### src/rtl/fp16_pkg.sv
// Shared fp16 definitions: field widths, bias, special encodings and divider FSM states.
// Latency: none (types and constants only).
// Backpressure: not applicable.
package fp16_pkg;

  localparam int EXP_W    = 5;
  localparam int MAN_W    = 10;
  localparam int EXP_BIAS = 15;
  localparam int EXP_MAX  = 31;

  localparam logic [15:0] ZERO       = 16'h0000;
  localparam logic [14:0] MAX_FINITE = 15'h7BFF;
  localparam logic [14:0] DIV0       = 15'h7C00;

  typedef enum logic [1:0] {
    IDLE = 2'd0,
    DIV  = 2'd1,
    NORM = 2'd2,
    DONE = 2'd3
  } state_t;

endpackage

### src/rtl/fp16_mant_div.sv
// Iterative restoring mantissa divider: one quotient bit per step, MSB first.
// Latency: NQ steps after load; done pulses combinationally during the final step.
// Backpressure: none; the caller gates step.
module fp16_mant_div #(
  parameter int NQ = 12
) (
  input  logic          clk,
  input  logic          rst,
  input  logic          load,
  input  logic          step,
  input  logic [10:0]   ma,
  input  logic [10:0]   mb,
  output logic          done,
  output logic [NQ-1:0] q,
  output logic [11:0]   rem
);

  logic [11:0]   rem_q, rem_d;
  logic [10:0]   mb_q, mb_d;
  logic [NQ-1:0] q_q, q_d;
  logic [3:0]    cnt_q, cnt_d;
  logic          ge;
  logic [11:0]   diff;

  // Compare/subtract/shift for one quotient bit; remainder stays below 2*mb so 12 bits suffice
  always_comb begin
    rem_d = rem_q;
    mb_d  = mb_q;
    q_d   = q_q;
    cnt_d = cnt_q;
    ge    = (rem_q >= {1'b0, mb_q});
    diff  = ge ? (rem_q - {1'b0, mb_q}) : rem_q;
    if (load) begin
      rem_d = {1'b0, ma};
      mb_d  = mb;
      q_d   = '0;
      cnt_d = '0;
    end else if (step) begin
      rem_d = {diff[10:0], 1'b0};
      q_d   = {q_q[NQ-2:0], ge};
      cnt_d = cnt_q + 4'd1;
    end
  end

  // Core state registers
  always_ff @(posedge clk) begin
    if (rst) begin
      rem_q <= '0;
      mb_q  <= '0;
      q_q   <= '0;
      cnt_q <= '0;
    end else begin
      rem_q <= rem_d;
      mb_q  <= mb_d;
      q_q   <= q_d;
      cnt_q <= cnt_d;
    end
  end

  assign done = step && (cnt_q == 4'(NQ - 1));
  assign q    = q_q;
  assign rem  = rem_q;

endmodule

### src/rtl/fp16_div_seq.sv
// Sequential fp16 divider (out = a / b), truncating; FP16_DIV_ROUND_EN selects round-to-nearest-even.
// Latency: 14 cycles normal (15 with FP16_DIV_ROUND_EN), 1 cycle for zero/div-by-zero specials.
// Backpressure: result held in DONE until out_ready; in_ready only in IDLE.
module fp16_div_seq #(
  parameter int EXP_BIAS = fp16_pkg::EXP_BIAS
) (
  input  logic        clk,
  input  logic        rst,
  input  logic        in_valid,
  output logic        in_ready,
  input  logic [15:0] a,
  input  logic [15:0] b,
  output logic        out_valid,
  input  logic        out_ready,
  output logic [15:0] out,
  output logic        div_by_zero
);
  import fp16_pkg::*;

`ifdef FP16_DIV_ROUND_EN
  localparam int NQ = 13;
`else
  localparam int NQ = 12;
`endif

  state_t      state_q, state_d;
  logic        in_ready_q, in_ready_d;
  logic        out_valid_q, out_valid_d;
  logic        sign_q, sign_d;
  logic        dz_q, dz_d;
  logic [6:0]  exp_q, exp_d;
  logic [15:0] out_q, out_d;

  logic          core_load, core_step, core_done;
  logic [NQ-1:0] quo;
  logic [11:0]   rem;
  logic [10:0]   ma, mb;

  logic signed [7:0] ef;
  logic [9:0]        man;
  logic [15:0]       norm_res;
`ifdef FP16_DIV_ROUND_EN
  logic [10:0]       man_r;
  logic              guard, sticky;
`else
  logic              unused_rem;
  assign unused_rem = ^rem;
`endif

  assign ma = {1'b1, a[9:0]};
  assign mb = {1'b1, b[9:0]};

  fp16_mant_div #(.NQ(NQ)) u_mant_div (
    .clk  (clk),
    .rst  (rst),
    .load (core_load),
    .step (core_step),
    .ma   (ma),
    .mb   (mb),
    .done (core_done),
    .q    (quo),
    .rem  (rem)
  );

  // Normalise the quotient, optionally round, then saturate or flush on exponent range
  always_comb begin
    ef = $signed({exp_q[6], exp_q});
    if (quo[NQ-1]) begin
      man = quo[NQ-2:NQ-11];
`ifdef FP16_DIV_ROUND_EN
      guard  = quo[NQ-12];
      sticky = quo[0] | (rem != 12'd0);
`endif
    end else begin
      man = quo[NQ-3:NQ-12];
      ef  = ef - 8'sd1;
`ifdef FP16_DIV_ROUND_EN
      guard  = quo[0];
      sticky = (rem != 12'd0);
`endif
    end
`ifdef FP16_DIV_ROUND_EN
    man_r = {1'b0, man} + {10'd0, guard & (sticky | man[0])};
    man   = man_r[9:0];
    if (man_r[10]) ef = ef + 8'sd1;
`endif
    if (ef >= $signed(8'(EXP_MAX)))  norm_res = {sign_q, MAX_FINITE};
    else if (ef <= 8'sd0)            norm_res = ZERO;
    else                             norm_res = {sign_q, ef[4:0], man};
  end

  // Next-state logic: handshake, special-case resolution at accept, and sequencing of the core
  always_comb begin
    state_d     = state_q;
    in_ready_d  = in_ready_q;
    out_valid_d = out_valid_q;
    sign_d      = sign_q;
    dz_d        = dz_q;
    exp_d       = exp_q;
    out_d       = out_q;
    core_load   = 1'b0;
    core_step   = 1'b0;
    case (state_q)
      IDLE: begin
        if (in_valid && in_ready_q) begin
          sign_d     = a[15] ^ b[15];
          exp_d      = {2'b00, a[14:10]} - {2'b00, b[14:10]} + 7'(EXP_BIAS);
          in_ready_d = 1'b0;
          if (b[14:10] == 5'd0) begin
            out_d       = {a[15] ^ b[15], DIV0};
            dz_d        = 1'b1;
            out_valid_d = 1'b1;
            state_d     = DONE;
          end else if (a[14:10] == 5'd0) begin
            out_d       = ZERO;
            dz_d        = 1'b0;
            out_valid_d = 1'b1;
            state_d     = DONE;
          end else begin
            core_load = 1'b1;
            state_d   = DIV;
          end
        end
      end
      DIV: begin
        core_step = 1'b1;
        if (core_done) state_d = NORM;
      end
      NORM: begin
        out_d       = norm_res;
        dz_d        = 1'b0;
        out_valid_d = 1'b1;
        state_d     = DONE;
      end
      DONE: begin
        if (out_ready) begin
          out_valid_d = 1'b0;
          in_ready_d  = 1'b1;
          state_d     = IDLE;
        end
      end
      default: state_d = IDLE;
    endcase
  end

  // FSM and registered outputs
  always_ff @(posedge clk) begin
    if (rst) begin
      state_q     <= IDLE;
      in_ready_q  <= 1'b1;
      out_valid_q <= 1'b0;
      sign_q      <= 1'b0;
      dz_q        <= 1'b0;
      exp_q       <= '0;
      out_q       <= ZERO;
    end else begin
      state_q     <= state_d;
      in_ready_q  <= in_ready_d;
      out_valid_q <= out_valid_d;
      sign_q      <= sign_d;
      dz_q        <= dz_d;
      exp_q       <= exp_d;
      out_q       <= out_d;
    end
  end

  assign in_ready    = in_ready_q;
  assign out_valid   = out_valid_q;
  assign out         = out_q;
  assign div_by_zero = dz_q;

endmodule

### config.mk
export PLATFORM = sky130hd
export DESIGN_NAME = fp16_div_seq
export DESIGN_NICKNAME = d
export VERILOG_FILES = /design/src/rtl/fp16_pkg.sv /design/src/rtl/fp16_mant_div.sv /design/src/rtl/fp16_div_seq.sv
export SDC_FILE = /design/constraint.sdc
export NUM_CORES = 1
export LEC_CHECK = 0
export ABC_AREA = 0
export BUFFER_PORTS_ARGS = -buffer_cell sky130_fd_sc_hd__buf_2
export CAP_MARGIN = 20
export CORE_UTILIZATION = 40
export CTS_CLUSTER_SIZE = 8
export DETAILED_ROUTE_END_ITERATION = 10
export GPL_ROUTABILITY_DRIVEN = 0
export HOLD_SLACK_MARGIN = 0.08
export MAX_ROUTING_LAYER = met4
export SYNTH_ARGS = -nofsm -noshare
export SYNTH_HDL_FRONTEND = slang
export SYNTH_HIERARCHICAL = 1
export SYNTH_SLANG_ARGS = --single-unit
### constraint.sdc
create_clock -name clk -period 3.1 [get_ports clk]
set_clock_uncertainty 0.2 [all_clocks]
set_input_delay 0.465 -clock clk [delete_from_list [all_inputs] [get_ports clk]]
set_output_delay 0.465 -clock clk [all_outputs]
set_load 0.01 [all_outputs]
==> results of run 1 <==
==> power breakdown <==
group	internal (mW)	switching, mW	total, mW
Clock	0.375	0.369	0.745
Combinational	1.07	1.37	2.45
Sequential	1.03	0.150	1.18
Total	2.48	1.89	4.37
==> layout by cell type (no fill, tap or decap), types with 6 or more instances in the layout <==
| cell | count |
|---|---|
| mux2_2 | 10 |
| nor2_1 | 50 |
| a21o_1 | 6 |
| inv_1 | 35 |
| a221o_1 | 10 |
| xnor2_1 | 14 |
| buf_2 | 54 |
| nand2b_1 | 7 |
| buf_4 | 9 |
| o21a_1 | 8 |
| a21oi_1 | 28 |
| nand3_1 | 6 |
| nand2_1 | 35 |
| o21ai_0 | 12 |
| nor3_1 | 13 |
| dfxtp_1 | 68 |
| mux2i_1 | 32 |
| ha_1 | 24 |
| clkbuf_8 | 9 |
| a22oi_1 | 8 |
==> state kept, by name, indices dropped and copies added (netlist names), 2 cells and up <==
| name | flops |
|---|---|
| out | 16 |
| u_mant_div/q | 12 |
| exp_q | 7 |
| u_mant_div/cnt_q | 4 |
| u_mant_div/rem | 12 |
| u_mant_div/mb_q | 11 |
| state_q | 2 |
==> worst min-delay path, cell delays in order <==
cell     delay, ns
buf_2         0.07
mux2i_1       0.06
nor2_1        0.07
==> cell type report <==
type	count	area (um^2)
tap	133	166
sequential	68	1360
inverter	35	131
timing repair buffer	63	338
multi-input combinational	354	2530
clock buffer	9	124
fill	981	5220
clock inverter	7	76.3
==> metal layers <==
layer  track usage, %  wire (um)
met3             4.39        345
met2             33.3       4790
met5                -          0
met4             5.41        127
met1             22.5       4530
==> how the worst max path moves through the flow <==
stage,cells past startpoint,slack [ns],startpoint,end
5_1_grt,10,0.18,u_mant_div/rem[0],u_mant_div/rem[3]
2_1_floorplan,11,0.36,a[10],exp_q[6]
4_1_cts,10,0.30,u_mant_div/rem[0],u_mant_div/rem[3]
3_3_place_gp,12,0.18,a[10],exp_q[6]
6_report,10,0.34,u_mant_div/rem[0],u_mant_div/rem[3]
3_5_place_dp,11,0.07,a[10],exp_q[6]
==> cells in the mapped netlist (all sizes together) (3+ instances only) <==
master and instances:
dfxtp 68, nor2 50, nand2 36, inv 35
mux2i 32, a21oi 30, ha 24, o21ai 15
xnor2 14, clkbuf 13, nor3 13, buf 11
a221o 10, mux2 10, a22oi 8, o21a 8
nand2b 7, a211oi 6, a21o 6, nand3 6
a31oi 5, and3 5, and2 4, nor2b 4
o22ai 4, xor2 4, nand4 3, nor3b 3
o221ai 3, or3 3
==> logic make-up (layout without fill, tap and decap cells) <==
logic type	after synthesis	count (layout)
and+or+nand+nor	147	147
AOI/OAI and AO/OA	119	119
DFF	68	68
buffers and inverters	60	114
muxes	42	42
adders and majority gates	26	26
xor gates and xnor gates	18	18
other	1	2
==> stage by stage <==
step	util, %	cell area, um^2
6_report	47.5	4730
5_1_grt	47.5	4730
4_1_cts	47.5	4730
3_5_place_dp	45.5	4530
3_3_place_gp	45.5	4530
2_1_floorplan	-	4170
==> flow_summary.ini, run 1 <==
[hold_path]
holdPathStages = 3
hp-start = b[6]
hold_path_class = in -> reg
hold_path_end = u_mant_div/mb_q[6]

[run_status]
status = finished clean

[setup_path]
startpoint_type = register
critPathCaptureType = register
worstPathCellList = inv_1, ha_1, fa_1, nand2b_1, a211oi_2, o21ai_1, a21oi_4, buf_4, mux2i_1, o221ai_1
crit_buf_inv = 2
reg2reg_depth = 10
rrSetupSlack_ns = 0.34
reg2reg_to = u_mant_div/rem[3]
crit_slowest_cell = fa_1
cp_top_family = compound AO/OA/AOI/OAI gates
worstPathRequired_ns = 3.12
cp_max_fo = 14
r2r_start = u_mant_div/rem[0]
slowest_delay_ns = 0.40
worstSetupPathType = reg -> reg
cp.arrival_ns = 2.78

[sta]
final-hold-violation-count = 0
relSlewSlack_pct = 51.7
fmax_mhz = 363
slew_violations = 0
finalSetupViolations = 0
fin_tns_setup_ns = 0
period_share_pct = 88.9
worst_slew_pin_slew_ns = 0.715
holdWs_ns = 0.158
min_period_ns = 2.76
rsz0062_at_grt = no
layout_setup_ws_ns = 0.343

[cts]
cts_tree = yes
clock_tree.root_cell = clkbuf_8
cts_resized = 0
clkSinkCount = 68
cts_max_level = 3
cts_setup_buffers = 0
clockBufferDepth = 2
cts_hold_buf = 0
path_clk_slew_ns = 0.08
cts_buffers = 9
clk_latency_ns = 0.34

[floorplanning]
die_h_um = 104
rows = 36
core_area_um2 = 9950
die-area_um2 = 10800
initial_core_util_pct = 41.8
num_io_pins = 55
die_w_um = 104

[layout]
syn2layout_area_growth_pct = 13.6
diodes = 0
layout.nets = 593
drive_gt1_share_pct = 19.4
final_cells = 669

[drt]
drtIter0Drc = 117
via_per_inst = 5.43
detail_route.wl_per_cell_um = 14.6
drc_errors = 0
num_vias = 3634
drtPass1Iterations = 4
wl_mm = 9.80
antenna_left = 0

[power]
p_total_mw = 4.37
p_leak_nw = 1.98
powerDensity_nw_per_um2 = 924
peakVddDrop_mv = 0.451

[synthesis]
synth_top_family_by_area = compound AO/OA/AOI/OAI gates
synth_ff_type = dfxtp_1
yosysTopAreaCell = dfxtp_1
ys_async_sr_fraction_pct = 0
synth.area.mux_share_pct = 10.4
synth.area.top_cells = dfxtp_1, mux2i_1, ha_1
yosys.area_share.simple_pct = 17.6
ys.warnings.count = 6
synth_area_um2 = 4170
yosysTopAreaCellShare_pct = 32.7
synth_compound_area_share_pct = 20.7
syn_inst = 481
synth_area_per_cell_um2 = 8.66
yosys.area_share.xor_xnor_pct = 3.78
synth_edf_count = 0
yosys.area_share.adder_pct = 8.17
ys_seq_area_share_pct = 32.7
synth_seq_cells = 68
synthDistinctLibCells = 69

[placement]
hpwl_mm = 7.18
post-place-cells = 653
place_ws_ns = 0.0706
portBuffers = 54

[job]
drv_cap = 0

[global_route]
overflow = 0
grt_use_total_pct = 19.4
antenna_found_initial = 0
first_global_vias = 3655
grt_max_degree = 28
grt_pass1_wl_mm = 16.7
No activity file was read; power rests on OpenSTA's default activity.
==> run 2: changes to the inputs <==
--- a/config.mk
+++ b/config.mk
@@ -16,5 +16,4 @@
 export MAX_ROUTING_LAYER = met4
 export SYNTH_ARGS = -nofsm -noshare
 export SYNTH_HDL_FRONTEND = slang
-export SYNTH_HIERARCHICAL = 1
 export SYNTH_SLANG_ARGS = --single-unit
==> flow_summary.ini, run 2 <==
[synthesis]
synth_fp_nets = 536
syn_inst = 475
synthDistinctLibCells = 57
synth.area.mux_share_pct = 10.9
yosys.area_share.adder_pct = 8.30
synth_area_per_cell_um2 = 8.57
yosys.area_share.xor_xnor_pct = 3.44
synth_compound_area_share_pct = 19.2
yosysTopAreaCellShare_pct = 33.4
synth_common_cells = dfxtp_1, nor2_1, mux2i_1
synth_seq_cells = 68
synth_area_um2 = 4070
synth.most_common_cell = dfxtp_1
synth_top_family_by_area = compound AO/OA/AOI/OAI gates
ys.warnings.count = 0
synth.area.top_cells = dfxtp_1, mux2i_1, ha_1
ys_async_sr_fraction_pct = 0
ys_seq_area_share_pct = 33.4
yosys.area_share.simple_pct = 18.9
synth_ff_type = dfxtp_1
yosysTopAreaCell = dfxtp_1
synth_edf_count = 0

[sta]
final-hold-violation-count = 0
min_period_ns = 2.79
period_share_pct = 89.9
relSlewSlack_pct = 48.8
fmax_mhz = 359
slew_violations = 0
finalSetupViolations = 0
worst_slew_pin_slew_ns = 0.766
fin_tns_setup_ns = 0
layout_setup_ws_ns = 0.314
rsz0062_at_grt = no

[global_route]
first_global_vias = 3470
grt_max_degree = 30
antenna_found_initial = 0
grt_use_total_pct = 19.7
overflow = 0
grt_pass1_wl_mm = 15.8

[layout]
final_cells = 665
largest_register_ffs = 16
syn2layout_area_growth_pct = 14.8
layout.nets = 588
nFillCells = 1011
final_cell_mix = dfxtp_1, nor2_1, buf_2
finalInstanceArea_um2 = 4670
diodes = 0
final_common_cell = dfxtp_1
drive_gt1_share_pct = 18.4

[setup_path]
startpoint_type = register
crit_slowest_cell = o311ai_2
worstPathRequired_ns = 3.13
cp.arrival_ns = 2.82
rrSetupSlack_ns = 0.31
worstSetupPathType = reg -> reg
cp_max_fo = 12
reg2reg_depth = 8
slowest_delay_ns = 0.70
endpoint = out[11]
critPathCaptureType = register
reg2reg_to = out[11]
r2r_start = exp_q[0]
worstPathCellList = inv_1, ha_1, or4b_4, nor2_1, o21a_1, o311ai_2, o21ai_0, o2bb2ai_1
startpoint = exp_q[0]

[cts]
clockBufferDepth = 2
clkSinkCount = 68
cts_max_level = 3
cts_resized = 0
cts_hold_buf = 0
clk_latency_ns = 0.35
path_clk_slew_ns = 0.08
cts_setup_buffers = 0
cts_tree = yes
cts_buffers = 9
clock_tree.root_cell = clkbuf_8

[power]
share_comb_of_total_power_pct = 56.8
switchingPower_mw = 1.89
seqPwrFrac_pct = 27.1
p_total_mw = 4.29
power.internal_mw = 2.40
swShare_pct = 44.1
power.share.clock_pct = 16.1
p_leak_nw = 1.95
powerDensity_nw_per_um2 = 919
peakVddDrop_mv = 0.365

[placement]
hpwl_mm = 6.80
post-place-cells = 649
dpl_cell_area_um2 = 4490
place_ws_ns = 0.309
portBuffers = 54

[floorplanning]
core_area_um2 = 9820
initial_core_util_pct = 41.5
die_h_um = 103
die-area_um2 = 10600
num_io_pins = 55
rows = 36
die_w_um = 103

[drt]
num_vias = 3511
via_per_inst = 5.28
drc_errors = 0
antenna_left = 0
drtPass1Iterations = 4
drtIter0Drc = 122
wl_mm = 9.18
detail_route.wl_per_cell_um = 13.8

[hold_path]
hold_path_class = in -> reg

[run_status]
status = finished clean

[job]
drv_cap = 0
==> run 2: critical path, delay by kind of cell, from the launching register on <==
family                   cells  cell delay [ns]
flip-flops                   1             0.50
buffers and inverters        1             0.12
adder cells (fa/ha/maj)      1             0.26
AND/OR/NAND/NOR              2             0.29
AO/OA/AOI/OAI                4             1.29
==> run 2: cells by family after synthesis <==
group / Yosys count
buffers and inverters: 55
flip-flops: 68
adder cells (fa/ha/maj): 26
AO/OA/AOI/OAI: 113
XOR/XNOR: 16
AND/OR/NAND/NOR: 153
multiplexers: 44
==> run 2: how the worst min path moves through the flow <==
stage,startpoint,depth (start not counted),endpoint,slack (ns)
floorplan,exp_q[6],2,exp_q[6],0.23
global placement,exp_q[6],2,exp_q[6],0.25
detailed placement,exp_q[6],2,exp_q[6],0.26
CTS,a[6],3,u_mant_div.rem[6],0.1
global route,a[6],3,u_mant_div.rem[6],0.11
finish,a[6],3,u_mant_div.rem[6],0.11
==> run 2: cell type report <==
type	instances	area [um^2]	share of cell area [%]
Clock buffer	9	124	2.65
Clock inverter	7	58.8	1.26
Inverter	31	116	2.49
Multi-Input combinational cell	352	2480	53.1
Sequential cell	68	1360	29.1
Tap cell	133	166	3.56
Timing Repair Buffer	65	365	7.82
==> run 2: through the flow <==
stage               util, %  hold WS (ns)
floorplan                 -         0.232
finish                 47.6         0.114
global placement       45.7         0.250
global route           47.6         0.107
detailed placement     45.7         0.256
CTS                    47.6        0.0965
==> run 2: routing by layer <==
metal  GRT usage (%)  routed length [um]  vias up
met5               -                   0        -
met4            5.42                 131        0
met3            4.61                 315       18
met2            33.3                4350       65
met1            23.3                4380     1639
li1                -                   -     1789
==> run 2: power groups by stage <==
stage	logic, mW	registers (mW)	clock network, mW
2_1_floorplan	1.97	1.15	0
3_3_place_gp	2.41	1.17	0
3_5_place_dp	2.44	1.18	0
4_1_cts	2.45	1.16	0.714
5_1_grt	2.73	1.19	0.752
6_report	2.44	1.16	0.690
